==> config.mk <==
export PLATFORM = sky130hd
export DESIGN_NAME = pipeline_stall_controller
export DESIGN_NICKNAME = d
export VERILOG_FILES = /design/src/rtl/pipeline_stall_controller.sv
export SDC_FILE = /design/constraint.sdc
export NUM_CORES = 1
export LEC_CHECK = 0
export CORE_UTILIZATION = 54
export DETAILED_ROUTE_END_ITERATION = 8
export PLACE_DENSITY_LB_ADDON = 0.2
export SLEW_MARGIN = 15
export SYNTH_ARGS = -nofsm -noshare
export SYNTH_HDL_FRONTEND = slang
export SYNTH_SLANG_ARGS = --single-unit
==> constraint.sdc <==
create_clock -name clk -period 3.1 [get_ports clk]
set_clock_uncertainty 0.15 [all_clocks]
set_input_delay 0.775 -clock clk [delete_from_list [all_inputs] [get_ports clk]]
set_output_delay 0.775 -clock clk [all_outputs]
set_load 0.005 [all_outputs]
==> src/rtl/pipeline_stall_controller.sv <==
// Stall/flush sequencer for the five-stage pipeline: arbitrates memory wait, taken
// branch and hazard stalls, drives register enables, keeps saturating statistics.
module pipeline_stall_controller #(
    parameter int CNT_W        = 16,
    parameter int TIMEOUT      = 255,
    parameter int FLUSH_CYCLES = 1
) (
    input  logic             clk,
    input  logic             rst,
    input  logic             hazard_detected,
    input  logic             br_taken,
    input  logic             mem_req,
    input  logic             mem_ready,
    input  logic             stat_clr,
    output logic             pc_freeze,
    output logic             if_id_freeze,
    output logic             if_id_flush,
    output logic             id_exe_bubble,
    output logic             exe_mem_freeze,
    output logic             mem_wb_bubble,
    output logic [CNT_W-1:0] stall_cnt,
    output logic [CNT_W-1:0] flush_cnt,
    output logic             mem_timeout
);

    localparam logic [1:0]       ST_RUN      = 2'd0;
    localparam logic [1:0]       ST_MEM_WAIT = 2'd1;
    localparam logic [1:0]       ST_BR_FLUSH = 2'd2;
    localparam logic [CNT_W-1:0] CNT_MAX     = {CNT_W{1'b1}};
    localparam logic [CNT_W-1:0] WAIT_LIMIT  = CNT_W'(TIMEOUT);
    localparam logic [CNT_W-1:0] CNT_ONE     = CNT_W'(1);
    localparam logic [2:0]       FLUSH_INIT  = 3'(FLUSH_CYCLES - 1);

    logic [1:0]       r_state;
    logic [CNT_W-1:0] r_wait_cnt;
    logic [2:0]       r_flush_left;
    logic [CNT_W-1:0] r_stall_cnt;
    logic [CNT_W-1:0] r_flush_cnt;
    logic             r_mem_timeout;

    logic [1:0]       w_state_nxt;
    logic [CNT_W-1:0] w_wait_nxt;
    logic [2:0]       w_flush_left_nxt;
    logic             w_flush_inc;
    logic             w_timeout_set;
    logic             w_mem_stall;
    logic             w_pc_freeze;
    logic             w_if_id_freeze;
    logic             w_if_id_flush;
    logic             w_id_exe_bubble;
    logic             w_mem_freeze;

    assign w_mem_stall = mem_req & ~mem_ready;

    // Mealy arbitration: enables and next-state from current state and inputs
    always_comb begin
        w_state_nxt      = r_state;
        w_wait_nxt       = r_wait_cnt;
        w_flush_left_nxt = r_flush_left;
        w_flush_inc      = 1'b0;
        w_pc_freeze      = 1'b0;
        w_if_id_freeze   = 1'b0;
        w_if_id_flush    = 1'b0;
        w_id_exe_bubble  = 1'b0;
        w_mem_freeze     = 1'b0;
        case (r_state)
            ST_RUN: begin
                if (w_mem_stall) begin
                    w_pc_freeze    = 1'b1;
                    w_if_id_freeze = 1'b1;
                    w_mem_freeze   = 1'b1;
                    w_state_nxt    = ST_MEM_WAIT;
                    w_wait_nxt     = CNT_ONE;
                end else if (br_taken) begin
                    // PC keeps running: it loads the branch target this cycle
                    w_if_id_flush   = 1'b1;
                    w_id_exe_bubble = 1'b1;
                    w_flush_inc     = 1'b1;
                    if (FLUSH_CYCLES > 1) begin
                        w_state_nxt      = ST_BR_FLUSH;
                        w_flush_left_nxt = FLUSH_INIT;
                    end else begin
                        w_state_nxt = ST_RUN;
                    end
                end else if (hazard_detected) begin
                    w_pc_freeze     = 1'b1;
                    w_if_id_freeze  = 1'b1;
                    w_id_exe_bubble = 1'b1;
                end else begin
                    w_state_nxt = ST_RUN;
                end
            end
            ST_MEM_WAIT: begin
                if (!mem_ready) begin
                    w_pc_freeze    = 1'b1;
                    w_if_id_freeze = 1'b1;
                    w_mem_freeze   = 1'b1;
                    w_wait_nxt     = (r_wait_cnt == WAIT_LIMIT) ? r_wait_cnt : r_wait_cnt + CNT_ONE;
                end else begin
                    w_state_nxt = ST_RUN;
                    w_wait_nxt  = '0;
                end
            end
            ST_BR_FLUSH: begin
                if (w_mem_stall) begin
                    w_pc_freeze      = 1'b1;
                    w_if_id_freeze   = 1'b1;
                    w_mem_freeze     = 1'b1;
                    w_state_nxt      = ST_MEM_WAIT;
                    w_wait_nxt       = CNT_ONE;
                    w_flush_left_nxt = 3'd0;
                end else begin
                    w_if_id_flush    = 1'b1;
                    w_flush_left_nxt = r_flush_left - 3'd1;
                    if (r_flush_left == 3'd1) begin
                        w_state_nxt = ST_RUN;
                    end else begin
                        w_state_nxt = ST_BR_FLUSH;
                    end
                end
            end
            default: begin
                w_state_nxt      = ST_RUN;
                w_wait_nxt       = '0;
                w_flush_left_nxt = 3'd0;
            end
        endcase
        w_timeout_set = w_mem_freeze & (w_wait_nxt == WAIT_LIMIT);
    end

    // State, wait/flush counters, statistics and sticky timeout
    always_ff @(posedge clk or negedge rst) begin
        if (!rst) begin
            r_state       <= ST_RUN;
            r_wait_cnt    <= '0;
            r_flush_left  <= 3'd0;
            r_stall_cnt   <= '0;
            r_flush_cnt   <= '0;
            r_mem_timeout <= 1'b0;
        end else begin
            r_state      <= w_state_nxt;
            r_wait_cnt   <= w_wait_nxt;
            r_flush_left <= w_flush_left_nxt;
            if (w_timeout_set) begin
                r_mem_timeout <= 1'b1;
            end
            if (stat_clr) begin
                r_stall_cnt <= '0;
                r_flush_cnt <= '0;
            end else begin
                if (w_pc_freeze && (r_stall_cnt != CNT_MAX)) begin
                    r_stall_cnt <= r_stall_cnt + CNT_ONE;
                end
                if (w_flush_inc && (r_flush_cnt != CNT_MAX)) begin
                    r_flush_cnt <= r_flush_cnt + CNT_ONE;
                end
            end
        end
    end

    assign pc_freeze      = w_pc_freeze;
    assign if_id_freeze   = w_if_id_freeze;
    assign if_id_flush    = w_if_id_flush;
    assign id_exe_bubble  = w_id_exe_bubble;
    assign exe_mem_freeze = w_mem_freeze;
    assign mem_wb_bubble  = w_mem_freeze;
    assign stall_cnt      = r_stall_cnt;
    assign flush_cnt      = r_flush_cnt;
    assign mem_timeout    = r_mem_timeout;

endmodule
==> metrics.yaml <==
met1_length_um: 3100
grt_usage: 0.258
hold_ws_ns: 0.338
synth_most_common_cell: "dfrtp_1"
clock-root-buffer: "clkbuf_8"
wl_met2_um: 3370
vias_per_cell: 5.79
yosysWarningCount: 0
drive_above_1_share: 0.111
dpl.cell_count: 449
fillers: 398
row_count: 26
drt-pass1-iter-count: 4
hold_viol: 0
start_util: 0.570
worst_ir_drop_vdd_mv: 0.251
reg2regPathDepth: 7
setup_violations: 0
vias: 2646
die_width_um: 76.1
relSlewSlack: 0.513
hpwlAfterDp_um: 5060
globalplace.congestion: 0.867
layout.cells.non_filler: 457
grt_first_pass_wirelength_um: 12100
end_kind: "output pin"
drt_iter0_drc: 133
met3_length_um: 400
io_pins: 46
synth.ff_latch_count: 54
die_h_um: 76.1
cts.path.max_buffers: 2
finalSetupTns_ns: 0
crit_required_ns: 2.17
r2r_start: "r_wait_cnt[5]"
numPortBuffers: 45
p_per_area_nw_per_um2: 365
finalPower_w: 0.00136
hp-class: "reg -> reg"
drv_slew: 0
cts_setup_buffers: 0
final_util: 0.714
async_reset_ff_frac: 1.00
ys_top_cells_by_area: "dfrtp_1 46%, nor2_1 5.6%, xnor2_1 5.0%"
cp.arrival_ns: 2.08
postRouteAntennaNets: 0
synth.distinct_cells: 52
startpoint: "mem_req"
synthTopCellsByCount: "54 x dfrtp_1, 44 x nor2_1, 25 x nand2_1"
syn_nets: 339
cts_tree: "yes"
cts_buffers: 5
synthCells: 327
seq_area_frac_synth: 0.456
startpoint_type: "primary input"
top_layer: "met4"
synth_area_leader_cell: "dfrtp_1"
drc_errors: 0
gr-total-overflow: 0
r2r-end: "mem_timeout"
synth_ff_type: "dfrtp_1"
status: "finished clean"
period_share: 0.970
yosysTopAreaCellShare: 0.456
clkSinkCount: 54
wl_um: 7050
critPathMaxFanout: 3
worst_slew_pin_slew_ns: 0.731
r2r_setup_slack_ns: 0.21
htreeDepth: 2
antenna_found_initial: 0
grt_pass1_vias: 2645
clock_latency_ns: 0.30
critical_path_class: "in -> out"
grt_start_max_net_pins: 34
synth_edf_count: 0
avgSynthCellArea_um2: 9.07
cts.clk_slew.worst_paths_ns: 0.09
cts_hold_buf: 0
cap_violations: 0
detail_route.wl_per_cell_um: 15.4
fp.coreArea_um2: 5200
syn_to_final_growth_pct: 25.3
diodes: 0
fmaxAchievable_mhz: 333
rsz0062_at_grt: "false"
fp.dieArea_um2: 5790
synth_area_um2: 2970
crit_end: "id_exe_bubble"
leakagePower_nw: 1.56
layout_min_cycle_time_ns: 3.01
nets: 398
==> cell usage in the layout, fill, tap and decap left out, types with 5 or more instances in the layout <==
master / count
nor4_1: 6
xor2_1: 8
xnor2_1: 17
nand3_1: 22
o21ai_0: 15
inv_1: 12
nor2_1: 44
dfrtp_1: 54
a21oi_1: 13
clkdlybuf4s50_1: 40
buf_4: 25
nand4_1: 9
a31oi_1: 5
nand2_1: 25
ha_1: 5
clkbuf_8: 8
or3_1: 7
nor3_1: 12
==> worst max-delay path, cell delays in order <==
cell	delay (ns)
clkdlybuf4s50_1	0.43
nor2b_1	0.15
or2_2	0.30
nor3_1	0.18
dlygate4sd2_1	0.26
==> worst min path at each step <==
stage / to / cells after the start / start
5_1_grt: mem_timeout / 1 / mem_timeout
2_1_floorplan: r_flush_left[2] / 1 / r_flush_left[2]
6_report: mem_timeout / 1 / mem_timeout
3_3_place_gp: mem_timeout / 1 / mem_timeout
3_5_place_dp: mem_timeout / 1 / mem_timeout
4_1_cts: mem_timeout / 1 / mem_timeout
==> metal layers <==
| layer | vias up | global-route usage |
|---|---|---|
| li1 | 1291 | - |
| met1 | 1255 | 0.321 |
| met2 | 79 | 0.424 |
| met3 | 21 | 0.0539 |
| met4 | 0 | 0.133 |
| met5 | - | 0 |
==> state kept, by name (all words and copies together) (netlist names) <==
register	cells
stall_cnt	16
flush_cnt	16
r_wait_cnt	16
r_state	2
r_flush_left	3
mem_timeout	1
==> cell families after synthesis <==
group / synth area share
AO/OA/AOI/OAI: 0.119
XOR/XNOR: 0.0738
adder cells (fa/ha/maj): 0.0211
buffers and inverters: 0.0451
flip-flops: 0.456
multiplexers: 0.0105
AND/OR/NAND/NOR: 0.274
==> stage by stage <==
stage	setup slack [ns]	instance area [µm²]
after global routing	0.00759	3720
final	0.0933	3720
after global placement	-0.155	3600
after floorplan	0.375	2970
after CTS	0.0514	3710
after detailed placement	-0.218	3600
==> where the power goes <==
part / internal, W / total (W) / switching [W]
sequential: 0.000716 / 0.000734 / 0.0000176
combinational: 0.0000808 / 0.000172 / 0.0000908
clock: 0.000226 / 0.000450 / 0.000224
==> area by class of cell <==
| type | instances | area, µm² | area share |
|---|---|---|---|
| Multi-Input combinational cell | 243 | 1490 | 0.402 |
| Sequential cell | 54 | 1350 | 0.364 |
| Timing Repair Buffer | 70 | 628 | 0.169 |
| Clock buffer | 8 | 110 | 0.0296 |
| Tap cell | 70 | 87.6 | 0.0236 |
| Inverter | 12 | 45.0 | 0.0121 |
==> repair_timing <==
action                     CTS  global route
setup endpoints to repair    4             4
pin swaps                    1             0
gates resized for setup      5             2
(Power assumes the default switching activity.)
